## src/rtl/uart_pkg.sv

```systemverilog
// Shared UART definitions: default bit timing and the receiver state type.
package uart_pkg;

  // 9600 baud from a 50 MHz clock.
  localparam int BAUD_CYCLES_DEF = 5208;
  localparam int HALF_BAUD_DEF   = 2604;

  // Width of the receiver baud down-counter.
  localparam int CNT_W = 13;

  typedef enum logic {
    RX_IDLE    = 1'b0,
    RX_RECEIVE = 1'b1
  } rx_state_t;

endpackage

```

## src/rtl/rx_sync.sv

```systemverilog
// Two-flop synchronizer for the serial line. Both flops preset high so a
// reset never looks like a start bit.
module rx_sync (
  input  logic clk,
  input  logic rst_n,
  input  logic d,
  output logic q
);

  logic meta;

  // Double-register the asynchronous input into the clk domain.
  always_ff @(posedge clk or negedge rst_n) begin
    if (!rst_n) begin
      meta <= 1'b1;
      q    <= 1'b1;
    end else begin
      meta <= d;
      q    <= meta;
    end
  end

endmodule

```

## src/rtl/uart_rx.sv

```systemverilog
// 8N1 LSB-first UART receiver.
//   state      | meaning
//   RX_IDLE    | line idle, waiting for rx_s low (start bit)
//   RX_RECEIVE | counting bit periods, sampling start, d0..d7, stop
// Samples are taken when the baud counter steps down to zero: HALF_BAUD
// clocks after the start edge, then every BAUD_CYCLES clocks. The byte is
// committed one cycle after the stop-bit sample.
module uart_rx
  import uart_pkg::*;
#(
  parameter int BAUD_CYCLES = BAUD_CYCLES_DEF,
  parameter int HALF_BAUD   = HALF_BAUD_DEF
) (
  input  logic       clk,
  input  logic       rst_n,
  input  logic       RX,
  input  logic       clr_rdy,
  output logic [7:0] rx_data,
  output logic       rdy,
  output logic       frm_err
);

  rx_state_t        state;
  rx_state_t        state_nxt;
  logic             rx_s;
  logic [CNT_W-1:0] baud_cnt;
  logic [3:0]       bit_cnt;
  logic [8:0]       shift;
  logic             done;
  logic             start_det;
  logic             tick;
  logic             last_bit;

  rx_sync u_rx_sync (
    .clk   (clk),
    .rst_n (rst_n),
    .d     (RX),
    .q     (rx_s)
  );

  // State register.
  always_ff @(posedge clk or negedge rst_n) begin
    if (!rst_n) state <= RX_IDLE;
    else        state <= state_nxt;
  end

  // Next-state decode plus the start/sample/last-sample strobes.
  always_comb begin
    state_nxt = state;
    start_det = 1'b0;
    tick      = 1'b0;
    last_bit  = 1'b0;
    case (state)
      RX_IDLE: begin
        if (!rx_s) begin
          start_det = 1'b1;
          state_nxt = RX_RECEIVE;
        end
      end
      RX_RECEIVE: begin
        if (baud_cnt == CNT_W'(1)) begin
          tick = 1'b1;
          if (bit_cnt == 4'd0 && rx_s) begin
            state_nxt = RX_IDLE;
          end else if (bit_cnt == 4'd9) begin
            last_bit  = 1'b1;
            state_nxt = RX_IDLE;
          end
        end
      end
      default: state_nxt = RX_IDLE;
    endcase
  end

  // Baud down-counter and sample counter; reloaded on each sample so it
  // never passes below zero.
  always_ff @(posedge clk or negedge rst_n) begin
    if (!rst_n) begin
      baud_cnt <= '0;
      bit_cnt  <= '0;
    end else if (start_det) begin
      baud_cnt <= CNT_W'(HALF_BAUD);
      bit_cnt  <= '0;
    end else if (tick) begin
      baud_cnt <= CNT_W'(BAUD_CYCLES);
      bit_cnt  <= bit_cnt + 4'd1;
    end else if (state == RX_RECEIVE) begin
      baud_cnt <= baud_cnt - CNT_W'(1);
    end
  end

  // Right-shift samples in at bit 8; after ten samples bit 8 holds the
  // stop bit and [7:0] the data byte.
  always_ff @(posedge clk or negedge rst_n) begin
    if (!rst_n)    shift <= 9'h1FF;
    else if (tick) shift <= {rx_s, shift[8:1]};
  end

  // One-cycle strobe marking a completed frame.
  always_ff @(posedge clk or negedge rst_n) begin
    if (!rst_n) done <= 1'b0;
    else        done <= last_bit;
  end

  // Output byte and status flags; a completing frame beats a clear.
  always_ff @(posedge clk or negedge rst_n) begin
    if (!rst_n) begin
      rx_data <= 8'h00;
      rdy     <= 1'b0;
      frm_err <= 1'b0;
    end else begin
      if (done && shift[8])         rx_data <= shift[7:0];
      if (done && shift[8])         rdy     <= 1'b1;
      else if (clr_rdy || start_det) rdy    <= 1'b0;
      if (done && !shift[8])        frm_err <= 1'b1;
      else if (clr_rdy)             frm_err <= 1'b0;
    end
  end

endmodule

```

## config.mk

```make
export PLATFORM = sky130hd
export DESIGN_NAME = uart_rx
export DESIGN_NICKNAME = d
export VERILOG_FILES = /design/src/rtl/uart_pkg.sv /design/src/rtl/rx_sync.sv /design/src/rtl/uart_rx.sv
export SDC_FILE = /design/constraint.sdc
export NUM_CORES = 1
export LEC_CHECK = 0
export BUFFER_PORTS_ARGS = -buffer_cell sky130_fd_sc_hd__buf_4
export CORE_UTILIZATION = 35
export CTS_BUF_LIST = sky130_fd_sc_hd__clkbuf_8 sky130_fd_sc_hd__clkbuf_16
export DETAILED_ROUTE_END_ITERATION = 8
export PLACE_DENSITY = 0.5
export SLEW_MARGIN = 20
export SYNTH_ARGS = -nofsm -noshare
export SYNTH_HDL_FRONTEND = slang
export SYNTH_HIERARCHICAL = 1
export SYNTH_SLANG_ARGS = --single-unit
```

## constraint.sdc

```tcl
create_clock -name clk -period 3.1 [get_ports clk]
set_clock_uncertainty 0.05 [all_clocks]
set_input_delay 0.31 -clock clk [delete_from_list [all_inputs] [get_ports clk]]
set_output_delay 0.31 -clock clk [all_outputs]
set_load 0.005 [all_outputs]
```

; ---- Word-level counts from Yosys, hierarchy flattened
; Cells that the tools add are included.
[word_totals]
regBits = 40
output_inout_bits = 10
word_cells = 46
[classes]
addsub = 2
n_eq_ne = 2
muxes = 21
bitwise = 1
reduce_logical = 10
[ops]
columns = operator, n
row1 = $mux W13, 3
row2 = $mux W1, 15
row3 = $eq A13 B1 Y1 const B, 1
row4 = $sub A13 B1 Y13 const B, 1
row5 = $mux W4, 2
row6 = $reduce_bool A2 Y1, 3
row7 = $add A4 B1 Y4 const B, 1
row8 = $eq A4 B4 Y1 const B, 1
row9 = $logic_not A4 Y1, 1
row10 = $logic_and A1 B1 Y1, 3
row11 = $reduce_bool A3 Y1, 1
row12 = $pmux W1 S2, 1
row13 = $logic_not A1 Y1, 1
row14 = $logic_or A1 B1 Y1, 1
row15 = $not A1 Y1, 1

; ---- Depth between registers and ports, before layout
; Gate-level depths: netlist (run 1).
[depth]
word_depth = 5
ltp_mapped = 6

; ---- Hierarchy
; Netlist (run 1), hierarchy kept.
[modules_own_cells]
columns = module, instances, cells_per_inst, area_per_inst_um2
row1 = uart_rx, 1, 178, 1810.5
row2 = rx_sync, 1, 2, 52.6

; ---- Least setup slack after synthesis (run 1)
; Ideal clock, no wire load.
[synth_timing]
path_kind = flip-flop to flip-flop
from = register baud_cnt[3]
to = register baud_cnt[7]
t_arrival_ns = 1.693
required_time_ns = 2.951
slack_ns = 1.257
stages_incl_launch_ff = 5
period_less_slack_ns = 1.843
path_cell_list = dfrtp_1 > or3_4 > or2_4 > or4_1 > a311oi_1
[synth_between]
elab_chain_len = 5
word_cells_on_any_way = 8
cone_classes = 1 x add/sub / 1 x eq/ne / 5 x mux / 1 x reduce/logical
[synth_rtl]
columns = element, line
row1 = start: declaration, uart_rx.sv:26  ; logic [CNT_W-1:0] baud_cnt;
row2 = start signal: assignment, uart_rx.sv:82  ; baud_cnt <= CNT_W'(HALF_BAUD);
row3 = start signal: assignment, uart_rx.sv:85  ; baud_cnt <= CNT_W'(BAUD_CYCLES);
row4 = start signal: assignment, uart_rx.sv:88  ; baud_cnt <= baud_cnt - CNT_W'(1);
row5 = branches (longest 5 deep; another with $sub A13 B1 Y13), --
; Parallel ways; which one is timed is not known. The select of a mux whose other input is x is not followed.
; A chain may end at the register's enable or synchronous reset.

; ---- Worst setup path in the final report (run 1)
[layout_timing]
from = register baud_cnt[5]
to = register baud_cnt[9]
; Same word-level chain as after synthesis.

==> impl_metrics.csv, run 1 <==
group,metric,value,unit
route,vias,1314,
route,dr.pass1.iters,4,
timing,maxSlewHeadroom,52.46,%
timing,worst_pin_slew,0.7105,ns
route,antenna_left,0,
timing,hold_viol,0,
route,vias_per_cell,4.921,
logic_synthesis,ys.flop_type,"dfrtp_1",
power_and_ir_drop,power,0.9040,mW
logic_synthesis,ys_ff_latch,40,
clocking,clock_sinks,40,
cells_and_area,final_common_cell,"nand2_1",
grt,antenna_found_initial,0,
grt,first_global_vias,1214,
floorplanning,initial_utilization,36.48,%
power_and_ir_drop,leakagePower,0.9813,nW
hold_path,hp-class,"in2reg",
cells_and_area,drive_gt1_share,25.38,%
power_and_ir_drop,vdd_drop_max,0.2397,mV
floorplanning,rows,26,
critical_path,cp_max_fo,9,
placement,port_buffers,13,
critical_path,rr_worst_depth,4,
critical_path,required,3.23,ns
timing,rsz0062_at_grt,"false",
cells_and_area,fin_cells,267,
critical_path,r2r_end,"baud_cnt[9]",
timing,drv_slew,0,
critical_path,critPathKind,"reg2reg",
clocking,cts_root_buf,"clkbuf_8",
placement,place_inst,258,
logic_synthesis,synth_top_area_share,38.95,%
logic_synthesis,synth-edff-count,0,
route,post_drt_wl_per_cell,13.05,um
grt,grt.overflow.total,0,
timing,fin_crit,2.078,ns
floorplanning,die_w,74.96,um
timing,fmax,0.4812,GHz
floorplanning,pin_count,14,
power_and_ir_drop,power_density,422.0,nW/um^2
logic_synthesis,yosysTopAreaCell,"dfrtp_1",
placement,pre_cts_ws,1.064,ns
grt,grt_max_degree,41,
route,drtIter0Drc,54,
logic_synthesis,syn-cell-area,1863,um^2
critical_path,critical_path.endpoint,"baud_cnt[9]",
floorplanning,core_area,5107,um^2
logic_synthesis,synth_area_leaders,"dfrtp_1, dfstp_2, nand2_1",
logic_synthesis,async_flop_share,100.0,%
cells_and_area,final_util,41.94,%
logic_synthesis,synth.distinct_cells,41,
timing,finalSetupViolations,0,
clocking,ctsResizeCount,0,
clocking,htreeDepth,2,
logic_synthesis,syn_inst,180,
clocking,clk_path_buf_depth,2,
outcome,status,"completed",
critical_path,crit_start,"baud_cnt[5]",
job,maxCapViolCount,0,
grt,grt_pass1_wl,5.789,mm
critical_path,worstPathArrival,2.21,ns
cells_and_area,nets,205,
logic_synthesis,ys_seq_area_share,54.47,%
grt,grt_usage,13.76,%
cells_and_area,diodes,0,
placement,dp_hpwl,2.347,mm
floorplanning,die_height,74.96,um
clocking,numCtsBuffers,5,
route,drc,0,
critical_path,r2r_start,"baud_cnt[5]",
clocking,tritoncts,"yes",
timing,fin_ws,1.022,ns
timing,fin_crit_sh,67.04,%
floorplanning,dieArea,5619,um^2
logic_synthesis,syn_nets,189,
clocking,clkLatencyLatePin,0.29,ns
critical_path,setup.worst_path.start_class,"register",
critical_path,endpoint_kind,"register",
placement,place.gp.congestion,0.8107,
logic_synthesis,synth_warnings,6,
clocking,clk_pin_slew_worst_paths,0.08,ns
route,wirelength,3.484,mm
cells_and_area,syn2layout_area_growth,14.98,%
critical_path,worst-r2r-setup-slack,1.02,ns
logic_synthesis,synth_area_per_cell,10.35,um^2
cells_and_area,final_cell_mix,"nand2_1, dfrtp_1, buf_4, dfstp_2",
timing,tns,0,ns
timing repair:
action / 4_1_cts / 5_1_grt
buffers inserted: 0 / 0
hold endpoints to repair: 29 / 0
hold buffers: 1 / 0
setup endpoints to repair: 0 / 0
per-stage QoR:
step / instance area [um^2] / hold slack (ns)
floorplan: 1863 / -0.03559
global placement: 2039 / 0.2644
detailed placement: 2039 / 0.2746
CTS: 2142 / 0.05857
global route: 2142 / 0.05247
finish: 2142 / 0.06879
logic make-up (layout without fill, tap and decap cells):
kind of cell	count (synthesis)	count (layout)	synth area share, %
AOI/OAI and AO/OA	34	34	12.02
buffers and inverters	16	33	3.291
and+or+nand+nor	71	71	18.80
muxes	13	13	7.589
xor gates and xnor gates	1	1	0.4702
adders and majority gates	5	5	3.358
DFF	40	40	54.47
layout make-up:
class / count / area [um^2]
Fill cell: 491 / 2965
Sequential cell: 40 / 1015
Multi-Input combinational cell: 124 / 787.0
Timing Repair Buffer: 17 / 130.1
Tap cell: 70 / 87.58
Clock buffer: 6 / 82.58
Inverter: 8 / 30.03
Clock inverter: 2 / 10.01
routing by layer:
metal  share of wire, %  vias up  track usage (%)  wire (um)
met3                4.3        7            3.882        151
met1                 48      619            17.63       1676
met2                 46       29            21.92       1591
met5                  0        -                0          0
li1                   -      659                -          -
met4                1.9        0            5.660         65
Yosys cell counts (all sizes together), types with 2 or more instances:
master	n
a21oi	10
mux2i	4
nor4	3
o22ai	2
mux2	9
nand2	37
or4	2
nand4	3
dfrtp	29
o31ai	3
clkbuf	7
o21ai	7
inv	8
nand2b	2
a221o	3
nor2	10
ha	5
nor3	5
or2	2
dfstp	11
worst min-delay path by stage:
stage | start | end | slack, ns | cells after the start
after floorplan | rst_n | baud_cnt[0] | -0.04 | 0
after CTS | RX | u_rx_sync/meta | 0.06 | 1
final | RX | u_rx_sync/meta | 0.07 | 1
after global routing | RX | u_rx_sync/meta | 0.05 | 1
after detailed placement | rst_n | rx_data[6] | 0.27 | 1
after global placement | rst_n | rx_data[7] | 0.26 | 1
flip-flops by register name (all words and copies together), names as in the netlist:
| register | count |
|---|---|
| baud_cnt | 13 |
| shift | 9 |
| rx_data | 8 |
| bit_cnt | 4 |
| done | 1 |
| frm_err | 1 |
| rdy | 1 |
| state | 1 |
| u_rx_sync/meta | 1 |
| u_rx_sync/q | 1 |
power breakdown:
group          internal [mW]  switching, mW  leakage (nW)
Clock                  0.178          0.185        0.0510
Sequential             0.524        0.00265         0.474
Combinational        0.00388         0.0106         0.456
Total                  0.706          0.198         0.981
worst max-delay path, stage by stage (launching register included):
cell,delay [ns]
dfrtp_1,0.48
nor4_2,0.40
nand4_1,0.39
and2_1,0.33
a221o_1,0.32
(Power assumes the default switching activity.)
==> inputs of run 2 (changes only) <==
--- a/config.mk
+++ b/config.mk
@@ -5,6 +5,7 @@
 export SDC_FILE = /design/constraint.sdc
 export NUM_CORES = 1
 export LEC_CHECK = 0
+export ABC_AREA = 1
 export BUFFER_PORTS_ARGS = -buffer_cell sky130_fd_sc_hd__buf_4
 export CORE_UTILIZATION = 35
 export CTS_BUF_LIST = sky130_fd_sc_hd__clkbuf_8 sky130_fd_sc_hd__clkbuf_16
==> constraint.sdc (replaced) <==
create_clock -name clk -period 2.1 [get_ports clk]
set_clock_uncertainty 0.05 [all_clocks]
set_input_delay 0.21 -clock clk [delete_from_list [all_inputs] [get_ports clk]]
set_output_delay 0.21 -clock clk [all_outputs]
set_load 0.005 [all_outputs]
==> impl_metrics.csv, run 2 <==
group,metric,value,unit
outcome,status,"completed",
placement,dpl-instance-area,2155,um^2
route,drtIter0Drc,50,
logic_synthesis,ys_seq_area_share,50.59,%
critical_path,setup.worst_path.start_class,"register",
timing,rsz0062_at_grt,"false",
logic_synthesis,yosysMostFrequentCell,"nand2_1",
logic_synthesis,synth_area_leaders,"dfrtp_1, dfstp_2, nand2_1",
clocking,clkLatencyLatePin,0.29,ns
hold_path,min_path_cells,2,
power_and_ir_drop,leakagePower,1.047,nW
placement,place.gp.congestion,0.7665,
placement,port_buffers,13,
hold_path,hp-class,"in2reg",
clocking,tritoncts,"yes",
logic_synthesis,yosysTopAreaCell,"dfrtp_1",
critical_path,worstPathArrival,1.84,ns
route,wirelength,3.802,mm
timing,fmax,0.5936,GHz
power_and_ir_drop,power,1.425,mW
clocking,cts_root_buf,"clkbuf_8",
clocking,cts_setup_buffers,0,
cells_and_area,drive_gt1_share,27.16,%
logic_synthesis,syn-cell-area,2006,um^2
floorplanning,initial_utilization,36.42,%
placement,dp_hpwl,2.624,mm
logic_synthesis,synth_warnings,6,
power_and_ir_drop,power_density,623.5,nW/um^2
clocking,clk_path_buf_depth,2,
grt,top_usage_layer,"met2",
timing,fin_crit,1.685,ns
logic_synthesis,ys_ff_latch,40,
logic_synthesis,ys.flop_type,"dfrtp_1",
job,maxCapViolCount,0,
cells_and_area,largest_reg_flops,13,
logic_synthesis,synth-edff-count,0,
logic_synthesis,async_flop_share,100.0,%
critical_path,path_depth,6,
grt,grt_max_degree,41,
critical_path,crit_start,"baud_cnt[0]",
critical_path,cp_slowest_cell,"dfrtp_1",
clocking,clock_sinks,40,
logic_synthesis,synth_top_area_share,36.18,%
timing,finalSetupViolations,0,
grt,grt_usage,14.74,%
floorplanning,die_height,77.70,um
floorplanning,rows,27,
critical_path,cp_max_fo,27,
grt,first_global_vias,1379,
cells_and_area,diodes,0,
grt,antenna_found_initial,0,
floorplanning,pin_count,14,
logic_synthesis,yosys-top-cells-count,"nand2_1, inv_1, dfrtp_1",
timing,tns,0,ns
floorplanning,core_area,5507,um^2
power_and_ir_drop,vdd_drop_max,0.4466,mV
critical_path,endpoint_kind,"register",
cells_and_area,largest_register,"baud_cnt",
grt,grt_use_met1,19.33,%
floorplanning,dieArea,6037,um^2
grt,met2_usage,22.83,%
grt,globalRouteMet3Util,4.000,%
critical_path,crit_family,"simple AND/OR/NAND/NOR gates",
cells_and_area,final_common_cell,"nand2_1",
route,vias,1433,
cells_and_area,largestRegisters,"baud_cnt (13), shift (9), rx_data (8)",
critical_path,rr_worst_depth,6,
timing,drv_slew,0,
cells_and_area,design_area,2286,um^2
cells_and_area,syn2layout_area_growth,13.97,%
route,post_drt_wl_per_cell,12.07,um
critical_path,max_stage_delay,0.41,ns
logic_synthesis,synth.distinct_cells,30,
critical_path,critPathKind,"reg2reg",
floorplanning,die_w,77.70,um
timing,worst_pin_slew,0.5139,ns
route,dr.pass1.iters,4,
timing,hold_viol,0,
route,antenna_left,0,
clocking,htreeDepth,2,
cells_and_area,final_cell_mix,"nand2_1, inv_1, dfrtp_1, o21ai_0, nor2_1",
critical_path,path_cells,"ha_1 -> nand3_1 -> nor2_2 -> nand2_4 -> clkinv_2 -> o21ai_0",
critical_path,crit_buf_inv,1,
clocking,numCtsBuffers,5,
logic_synthesis,synth_area_per_cell,8.994,um^2
hold_path,holdCritStartpoint,"clr_rdy",
critical_path,r2r_start,"baud_cnt[0]",
route,drc,0,
timing,maxSlewHeadroom,65.74,%
route,vias_per_cell,4.549,
cells_and_area,fillCellCount,558,
clocking,clk_pin_slew_worst_paths,0.08,ns
cells_and_area,nets,251,
grt,grt_pass1_wl,6.748,mm
timing,fin_crit_sh,80.22,%
critical_path,required,2.25,ns
critical_path,worst-r2r-setup-slack,0.42,ns
logic_synthesis,syn_inst,223,
logic_synthesis,syn_nets,232,
grt,grt.overflow.total,0,
-- run 2: worst register-to-register path, cell delays in order (launching register included) --
cell and delay, ns:
dfrtp_1 0.41, ha_1 0.20, nand3_1 0.09, nor2_2 0.06
nand2_4 0.32, clkinv_2 0.25, o21ai_0 0.24
-- run 2: worst paths after layout --
path	endpoint
min in group asynchronous	rx_data[0]
max	shift[8]
max reg2reg	shift[8]
min reg2reg	u_rx_sync/q
max in group asynchronous	u_rx_sync/meta
min	rdy
-- run 2: metrics by stage --
stage / worst slack, ns / instances / utilization (%) / hold slack (ns)
global route: 0.2341 / 315 / 41.51 / 0.04898
CTS: 0.3943 / 315 / 41.51 / 0.05470
finish: 0.4153 / 315 / 41.51 / 0.05895
global placement: 0.4672 / 305 / 39.13 / 0.1790
detailed placement: 0.4394 / 305 / 39.13 / 0.1766
floorplan: 0.7716 / 223 / - / -0.1356
-- run 2: routing by layer --
| metal | up-vias | part of all wire (%) |
|---|---|---|
| met4 | 0 | 1.3 |
| met5 | - | 0 |
| met1 | 669 | 50 |
| li1 | 739 | - |
| met3 | 4 | 2.9 |
| met2 | 21 | 46 |
-- run 2: cell families (layout without fill, tap and decap cells) --
group / Yosys count / in the layout / share of synthesized area (%)
simple gates: 97 / 97 / 23.46
compound gates: 37 / 37 / 11.60
fa+ha+maj: 5 / 5 / 3.119
mux: 1 / 1 / 0.5614
xor+xnor: 4 / 4 / 1.747
buf+inv: 39 / 59 / 8.920
flops: 40 / 40 / 50.59
-- run 2: cell type report --
type	count	area (um^2)	area share [%]
clock inverter	3	42.54	1.861
timing repair buffer	16	125.1	5.473
multi-input combinational	144	812.0	35.52
inverter	35	132.6	5.802
clock buffer	5	68.82	3.010
tap	72	90.09	3.941
sequential	40	1015	44.39
-- run 2: repair_timing --
item | CTS | global route
hold buffers | 2 | 0
hold endpoints to repair | 30 | 0
gates resized for setup | 0 | 0
-- run 2: power by group --
part	switching (mW)	total [mW]	internal, mW
Clock	0.275	0.627	0.352
Sequential	0.00183	0.776	0.774
Combinational	0.0161	0.0227	0.00653
